$ cat src/rtl/matrix_scan_scheduler.sv
// Row / bit-plane scan sequencer for a multiplexed LED matrix: requests a row shift,
// blanks the panel, latches the row, then lights it for a binary-weighted dwell.
module matrix_scan_scheduler #(
   parameter int PIXEL_HALFHEIGHT  = 16,
   parameter int BRIGHTNESS_LEVELS = 6,
   parameter int BASE_ON_CYCLES    = 8,
   parameter int BLANK_CYCLES      = 2,
   localparam int ROW_W   = (PIXEL_HALFHEIGHT  > 1) ? $clog2(PIXEL_HALFHEIGHT)  : 1,
   localparam int PLANE_W = (BRIGHTNESS_LEVELS > 1) ? $clog2(BRIGHTNESS_LEVELS) : 1
) (
   input  logic               clk_root,
   input  logic               reset_n,
   input  logic               enable,
   input  logic               shift_done,
   output logic               shift_start,
   output logic [ROW_W-1:0]   load_row,
   output logic [PLANE_W-1:0] load_plane,
   output logic [ROW_W-1:0]   panel_addr,
   output logic               latch,
   output logic               oe_n,
   output logic               frame_start
);

   // The counter only ever holds a dwell or blank length minus one.
   localparam int DWELL_MAX = BASE_ON_CYCLES << (BRIGHTNESS_LEVELS - 1);
   localparam int CNT_MAX   = (DWELL_MAX > BLANK_CYCLES) ? DWELL_MAX : BLANK_CYCLES;
   localparam int CNT_W     = $clog2(CNT_MAX + 1);

   localparam logic [2:0] S_IDLE    = 3'd0;
   localparam logic [2:0] S_SHIFT   = 3'd1;
   localparam logic [2:0] S_BLANK   = 3'd2;
   localparam logic [2:0] S_LATCH   = 3'd3;
   localparam logic [2:0] S_DISPLAY = 3'd4;

   logic [2:0]         r_state;
   logic [CNT_W-1:0]   r_cnt;
   logic [ROW_W-1:0]   r_load_row;
   logic [PLANE_W-1:0] r_load_plane;
   logic [ROW_W-1:0]   r_panel_addr;
   logic               r_latch;
   logic               r_oe_n;
   logic               r_shift_start;
   logic               r_frame_start;

   logic [CNT_W-1:0]   w_dwell;
   logic               w_plane_wrap;
   logic [PLANE_W-1:0] w_next_plane;
   logic [ROW_W-1:0]   w_next_row;

   assign w_dwell = CNT_W'(BASE_ON_CYCLES) << r_load_plane;

   // NOTE: every signal driven here gets a value before any branch, so no latch is inferred.
   always_comb begin
      w_plane_wrap = (r_load_plane == PLANE_W'(BRIGHTNESS_LEVELS - 1));
      w_next_plane = w_plane_wrap ? '0 : r_load_plane + PLANE_W'(1);
      w_next_row   = r_load_row;
      if (w_plane_wrap) begin
         w_next_row = (r_load_row == ROW_W'(PIXEL_HALFHEIGHT - 1)) ? '0 : r_load_row + ROW_W'(1);
      end
   end

   // NOTE: state uses non-blocking assignments so every register sees pre-edge values.
   always_ff @(posedge clk_root) begin
      if (!reset_n) begin
         r_state       <= S_IDLE;
         r_cnt         <= '0;
         r_load_row    <= '0;
         r_load_plane  <= '0;
         r_panel_addr  <= '0;
         r_latch       <= 1'b0;
         r_oe_n        <= 1'b1;
         r_shift_start <= 1'b0;
         r_frame_start <= 1'b0;
      end else begin
         r_shift_start <= 1'b0;
         r_frame_start <= 1'b0;
         r_latch       <= 1'b0;
         case (r_state)
            S_IDLE: begin
               if (enable) begin
                  r_state       <= S_SHIFT;
                  r_shift_start <= 1'b1;
                  r_frame_start <= (r_load_row == '0) && (r_load_plane == '0);
               end
            end
            S_SHIFT: begin
               // A done pulse coincident with our own request belongs to an older shift.
               if (shift_done && !r_shift_start) begin
                  r_state <= S_BLANK;
                  r_cnt   <= CNT_W'(BLANK_CYCLES - 1);
               end
            end
            S_BLANK: begin
               if (r_cnt == '0) begin
                  r_state      <= S_LATCH;
                  r_latch      <= 1'b1;
                  r_panel_addr <= r_load_row;
               end else begin
                  r_cnt <= r_cnt - CNT_W'(1);
               end
            end
            S_LATCH: begin
               r_state <= S_DISPLAY;
               r_oe_n  <= 1'b0;
               r_cnt   <= w_dwell - CNT_W'(1);
            end
            S_DISPLAY: begin
               if (r_cnt == '0) begin
                  r_oe_n       <= 1'b1;
                  r_load_row   <= w_next_row;
                  r_load_plane <= w_next_plane;
                  if (enable) begin
                     r_state       <= S_SHIFT;
                     r_shift_start <= 1'b1;
                     r_frame_start <= (w_next_row == '0) && (w_next_plane == '0);
                  end else begin
                     r_state <= S_IDLE;
                  end
               end else begin
                  r_cnt <= r_cnt - CNT_W'(1);
               end
            end
            default: begin
               r_state <= S_IDLE;
               r_oe_n  <= 1'b1;
            end
         endcase
      end
   end

   assign shift_start = r_shift_start;
   assign frame_start = r_frame_start;
   assign load_row    = r_load_row;
   assign load_plane  = r_load_plane;
   assign panel_addr  = r_panel_addr;
   assign latch       = r_latch;
   assign oe_n        = r_oe_n;

endmodule

$ cat config.mk
export PLATFORM = sky130hd
export DESIGN_NAME = matrix_scan_scheduler
export DESIGN_NICKNAME = d
export VERILOG_FILES = /design/src/rtl/matrix_scan_scheduler.sv
export SDC_FILE = /design/constraint.sdc
export NUM_CORES = 1
export LEC_CHECK = 0
export CAP_MARGIN = 20
export CORE_MARGIN = 3
export CORE_UTILIZATION = 55
export CTS_BUF_LIST = sky130_fd_sc_hd__clkbuf_16
export DETAILED_ROUTE_END_ITERATION = 8
export PLACE_DENSITY_LB_ADDON = 0.08
export RECOVER_POWER = 25
export SETUP_SLACK_MARGIN = 0.1
export SYNTH_ARGS = -nofsm -noshare
export SYNTH_HDL_FRONTEND = slang
export SYNTH_SLANG_ARGS = --single-unit
export TNS_END_PERCENT = 20
$ cat constraint.sdc
create_clock -name clk_root -period 3.1 [get_ports clk_root]
set_clock_uncertainty 0.1 [all_clocks]
set_input_delay 0.62 -clock clk_root [delete_from_list [all_inputs] [get_ports clk_root]]
set_output_delay 0.62 -clock clk_root [all_outputs]
set_load 0.01 [all_outputs]
==> impl_metrics.tcl, run 1 <==
set metrics [dict create \
    wl_per_cell_um 14.2 \
    synth_edf_count 0 \
    cts-htree-levels 1 \
    synth_area_leader_cell "dfxtp_1" \
    io_pins 19 \
    cts-root-buf "clkbuf_16" \
    die_w_um 60.2 \
    grt_pass1_wl_um 6020 \
    ctsResizeCount 0 \
    setup_viol 0 \
    cts-hold-fix-buffers 0 \
    route.detailed.drc 0 \
    r2r_start "r_cnt[4]" \
    finish.utilization_pct 66.4 \
    synth_nets 215 \
    cp.arrival_ps 2510 \
    core.rowCount 19 \
    ys.flop_type "dfxtp_1" \
    yosysUniqueCellTypes 44 \
    grt-ovfl-total 0 \
    first_pass_iters 4 \
    peakVddDrop_mv 0.451 \
    initial_core_util_pct 58.1 \
    die_area_um2 3620 \
    antenna_left 0 \
    drtIter0Drc 92 \
    async_flop_share_pct 0 \
    yosys-top-cells-count "27 x dfxtp_1, 24 x nor2_1, 23 x nand2_1, 13 x a21oi_1, 13 x clkbuf_1" \
    hold_end "panel_addr[0]" \
    worst_r2r_path_depth 5 \
    ys_top_cells_by_area "dfxtp_1 33%, mux2i_1 6.8%, nor2_1 5.6%" \
    worst_setup_path_start_kind "register" \
    r2r_slack_ps 620 \
    die_h_um 60.2 \
    numCtsBuffers 3 \
    grt_use_total_pct 21.7 \
    synth-seq-cells 27 \
    grt_pass1_vias 1375 \
    total_power_uw 789 \
    min_path_type "reg -> reg" \
    drive_above_1_share_pct 4.21 \
    final.setup.tns_ps 0 \
    finalWirelength_um 3490 \
    grt_max_degree 19 \
    rsz0062_at_grt "no" \
    final_cells 245 \
    power_density_nw_per_um2 427 \
    coreArea_um2 2780 \
    path_max_fanout 6 \
    syn_area_um2 1620 \
    cts-root-to-sink-buffers 2 \
    reg2reg_to "panel_addr[2]" \
    ys_seq_area_share_pct 33.5 \
    io_buffers 18 \
    antennaDiodeCount 0 \
    hold_depth 2 \
    critPathKind "reg -> reg" \
    cts_tree "done" \
    max-cap-violations 0 \
    syn2layout_area_growth_pct 14.4 \
    synthCells 207 \
    worst_pin_slew_ps 623 \
    hold_viol 0 \
    clkTransAtPathRegs_ps 60 \
    yosysWarnings 0 \
    fmax_ghz 0.403 \
    worstPathRequired_ps 3130 \
    synth_most_common_cell "dfxtp_1" \
    slew_headroom_pct 58.2 \
    nNetsFinal 223 \
    drv_slew 0 \
    syn_avg_cell_area_um2 7.80 \
    min_period_over_period_pct 80.0 \
    clk_latency_ps 260 \
    leakage_nw 0.700 \
    critPathCaptureType "register" \
    vias 1475 \
    post_cts.repair.setup_buffers 0 \
    hpwl_um 2620 \
    clock-sinks 27 \
    antenna_found_initial 0 \
    routed_via_density 6.02 \
    yosys.area.top_type_share_pct 33.5 \
    layout_min_cycle_time_ps 2480 \
    dpl.cell_count 241 \
    place.gp.congestion 0.864 \
    min-delay-start "panel_addr[0]" \
    status "completed" \
]
-- sequential cells by signal (all words and copies together), names as in the netlist --
| signal | count |
|---|---|
| r_state | 3 |
| oe_n | 1 |
| shift_start | 1 |
| r_cnt | 9 |
| load_row | 4 |
| frame_start | 1 |
| latch | 1 |
| load_plane | 3 |
| panel_addr | 4 |
-- stage by stage --
| step | setup WS [ps] | area, um2 | hold slack (ps) |
|---|---|---|---|
| 3_5_place_dp | 614 | 1770 | 383 |
| 3_3_place_gp | 725 | 1770 | 374 |
| 5_1_grt | 409 | 1850 | 441 |
| 4_1_cts | 654 | 1850 | 398 |
| 6_report | 621 | 1850 | 391 |
| 2_1_floorplan | 593 | 1620 | 366 |
-- layer usage --
| layer | GRT usage [%] | up-vias | routed length, um |
|---|---|---|---|
| met1 | 29.3 | 686 | 1630 |
| li1 | - | 746 | - |
| met5 | 0 | - | 0 |
| met4 | 11.7 | 0 | 55 |
| met3 | 2.59 | 6 | 152 |
| met2 | 33.3 | 37 | 1660 |
-- worst max path at each step --
stage | cells past startpoint | slack, ps | to | start
2_1_floorplan | 12 | 590 | r_cnt[8] | r_state[2]
5_1_grt | 9 | 410 | r_cnt[8] | r_state[2]
3_3_place_gp | 6 | 720 | r_cnt[5] | shift_done
4_1_cts | 9 | 650 | r_cnt[8] | r_state[2]
3_5_place_dp | 6 | 610 | r_cnt[5] | shift_done
6_report | 5 | 620 | panel_addr[2] | r_cnt[4]
-- placed cells by master, fill, tap and decap left out, drive strengths merged, types with 2 or more instances in the layout --
| cell type | netlist | layout |
|---|---|---|
| nand4 | 4 | 4 |
| dlygate4sd3 | 0 | 9 |
| xnor2 | 8 | 8 |
| mux2i | 11 | 11 |
| a211oi | 2 | 2 |
| o22ai | 6 | 6 |
| nor3 | 9 | 9 |
| nand3b | 3 | 3 |
| ha | 4 | 4 |
| and3 | 3 | 3 |
| o221ai | 2 | 2 |
| nand2b | 4 | 4 |
| o31ai | 2 | 2 |
| nand2 | 23 | 23 |
| o21a | 3 | 3 |
| inv | 6 | 6 |
| nor2 | 24 | 24 |
| o211ai | 2 | 2 |
| dfxtp | 27 | 27 |
| clkbuf | 13 | 3 |
| nand3 | 5 | 5 |
| a21oi | 13 | 13 |
| clkinv | 1 | 2 |
| xor2 | 2 | 2 |
| or3 | 3 | 3 |
| nor4 | 2 | 2 |
| clkdlybuf4s50 | 0 | 9 |
| o21ai | 7 | 7 |
-- cell families after synthesis --
family	count (synthesis)	synth area share, %
AOI/OAI and AO/OA	43	16.8
muxes	12	7.51
and+or+nand+nor	88	27.7
adders and majority gates	4	3.10
buffers and inverters	23	5.96
DFF	27	33.5
xor gates and xnor gates	10	5.42
-- final cells by class --
cell class              count  area [um2]
clock buffers               3        75.1
clock inverters             1        5.00
fillers                   245         933
inverters                   7        26.3
multi-input cells         157         975
flip-flops and latches     27         541
well taps                  31        38.8
repair buffers             19         188
-- power by group --
group          internal [mW]  switching, mW  total [mW]
Combinational         0.0544         0.0735       0.128
Clock                  0.174          0.112       0.285
Sequential             0.359         0.0166       0.376
Total                  0.588          0.202       0.789
-- worst max-delay path, cell delays in order, from the launching register on --
cell and delay, ps:
dfxtp_1 350, or4_1 620, or3_1 510, or3_1 480
mux2i_1 230, nor2_1 60
(Power assumes the default switching activity.)
==> run 2: changes to the inputs <==
--- a/config.mk
+++ b/config.mk
@@ -7,7 +7,7 @@
 export LEC_CHECK = 0
 export CAP_MARGIN = 20
 export CORE_MARGIN = 3
-export CORE_UTILIZATION = 55
+export CORE_UTILIZATION = 50
 export CTS_BUF_LIST = sky130_fd_sc_hd__clkbuf_16
 export DETAILED_ROUTE_END_ITERATION = 8
 export PLACE_DENSITY_LB_ADDON = 0.08
==> constraint.sdc (replaced) <==
create_clock -name clk_root -period 2.25 [get_ports clk_root]
set_clock_uncertainty 0.1 [all_clocks]
set_input_delay 0.45 -clock clk_root [delete_from_list [all_inputs] [get_ports clk_root]]
set_output_delay 0.45 -clock clk_root [all_outputs]
set_load 0.01 [all_outputs]
==> impl_metrics.tcl, run 2 (synthesis gave the netlist of run 1 again) <==
set metrics [dict create \
    worstPathRequired_ps 2300 \
    clkTransAtPathRegs_ps 70 \
    nNetsFinal 239 \
    top_layer "met4" \
    internal_power_uw 836 \
    clock-sinks 27 \
    worst_setup_path_start_kind "register" \
    core.rowCount 20 \
    top_register "r_cnt" \
    min_path_type "reg -> reg" \
    power.switching_uw 311 \
    cp.arrival_ps 2150 \
    largest_reg_flops 9 \
    wl_met1_um 1830 \
    dr_wl_met3_um 175 \
    io_buffers 18 \
    grt-ovfl-total 0 \
    worst_pin_slew_ps 431 \
    routed_via_density 5.56 \
    min_period_over_period_pct 93.5 \
    setup_viol 0 \
    rsz0062_at_grt "yes" \
    drv_slew 0 \
    switching_share_pct 27.1 \
    clk_latency_ps 260 \
    r2r_slack_ps 150 \
    cts-htree-levels 1 \
    grt_use_total_pct 20.9 \
    pwr-share-seq_pct 45.1 \
    first_pass_iters 4 \
    leakage_nw 0.782 \
    wl_per_cell_um 14.5 \
    syn2layout_area_growth_pct 25.2 \
    hpwl_um 2960 \
    finalWirelength_um 3960 \
    final_cells 274 \
    path_cells "or4_4 > or3_4 > o21a_1 > buf_4 > o211ai_1 > o22ai_1" \
    vias 1523 \
    antenna_left 0 \
    antennaDiodeCount 0 \
    mostFrequentLayoutCell "dfxtp_1" \
    die_h_um 62.8 \
    grt_max_degree 19 \
    cts-root-buf "clkbuf_16" \
    io_pins 19 \
    cts-root-to-sink-buffers 2 \
    fmax_ghz 0.475 \
    path_max_fanout 8 \
    initial_core_util_pct 52.5 \
    die_area_um2 3950 \
    die_w_um 62.8 \
    status "completed" \
    final.setup.tns_ps 0 \
    peakVddDrop_mv 0.328 \
    critPathCaptureType "register" \
    grt_pass1_vias 1438 \
    place.gp.congestion 0.897 \
    cpMaxStageDelayCell "or4_4" \
    layout_min_cycle_time_ps 2100 \
    critPathKind "reg -> reg" \
    power.share.clock_pct 36.4 \
    drive_above_1_share_pct 14.3 \
    dpl.cell_count 270 \
    coreArea_um2 3080 \
    grt_pass1_wl_um 6650 \
    cts_tree "done" \
    power_density_nw_per_um2 567 \
    crit_family "simple AND/OR/NAND/NOR gates" \
    combPwrFrac_pct 18.5 \
    max-cap-violations 0 \
    route.detailed.drc 0 \
    layout_common_cells "25 x dfxtp_1, 24 x nor2_1, 23 x nand2_1" \
    slew_headroom_pct 71.0 \
    antenna_found_initial 0 \
    hold_viol 0 \
    drtIter0Drc 146 \
    met2_length_um 1880 \
    numCtsBuffers 3 \
    max_stage_delay_ps 530 \
    path_buf_inv 1 \
]
run 2: cell types whose count changed in the layout (fill, tap and decap cells not counted), sizes merged:
cell | previous run | this run
clkinv | 2 | 1
buf | 1 | 17
clkinvlp | 0 | 1
run 2: worst min-delay path: cells and delay by family, from the launching register on:
family           cells  cell delay (ps)
DFF                  1              320
muxes                1               60
and+or+nand+nor      1               70
run 2: layout make-up:
cell class	instances	area [um2]
Sequential cell	27	543
Tap cell	44	55.1
Inverter	7	26.3
Timing Repair Buffer	35	308
Clock inverter	1	7.51
Multi-Input combinational cell	157	1010
Fill cell	270	1060
Clock buffer	3	75.1
run 2: path summary, 6_finish.rpt:
path,cells after the start,to,start
setup reg to reg,6,r_cnt[4],r_cnt[5]
hold reg to reg,2,panel_addr[2],panel_addr[2]
hold / removal,2,panel_addr[2],panel_addr[2]
setup / recovery,6,r_cnt[4],r_cnt[5]
run 2: per-layer routing:
layer	GRT usage, %	up-vias
met5	0	-
met4	7.71	0
met3	3.42	7
met2	35.6	43
met1	26.4	700
li1	-	773
run 2: metrics by stage:
step | hold slack (ps) | utilization [%] | cell area (um2) | setup slack [ps] | total power, mW
after floorplan | 366 | - | 1630 | 43.0 | 0.666
after global placement | 374 | 62.2 | 1910 | 81.4 | 0.726
after detailed placement | 385 | 62.2 | 1910 | 37.0 | 0.731
after CTS | 404 | 65.0 | 2000 | 94.7 | 1.15
after global routing | 436 | 65.7 | 2020 | 83.4 | 1.20
final | 393 | 65.7 | 2020 | 147 | 1.15
run 2: power groups by stage:
stage	sequential [mW]	clock, mW	combinational (mW)
2_1_floorplan	0.517	0	0.149
3_3_place_gp	0.526	0	0.199
3_5_place_dp	0.527	0	0.204
4_1_cts	0.516	0.430	0.207
5_1_grt	0.520	0.446	0.232
6_report	0.517	0.418	0.212
run 2: timing repair:
action / CTS / global route
pin swaps: 0 / 1
setup endpoints to repair: 5 / 11
gates resized for setup: 1 / 5
hold buffers: 0 / 0
buffers inserted: 0 / 0
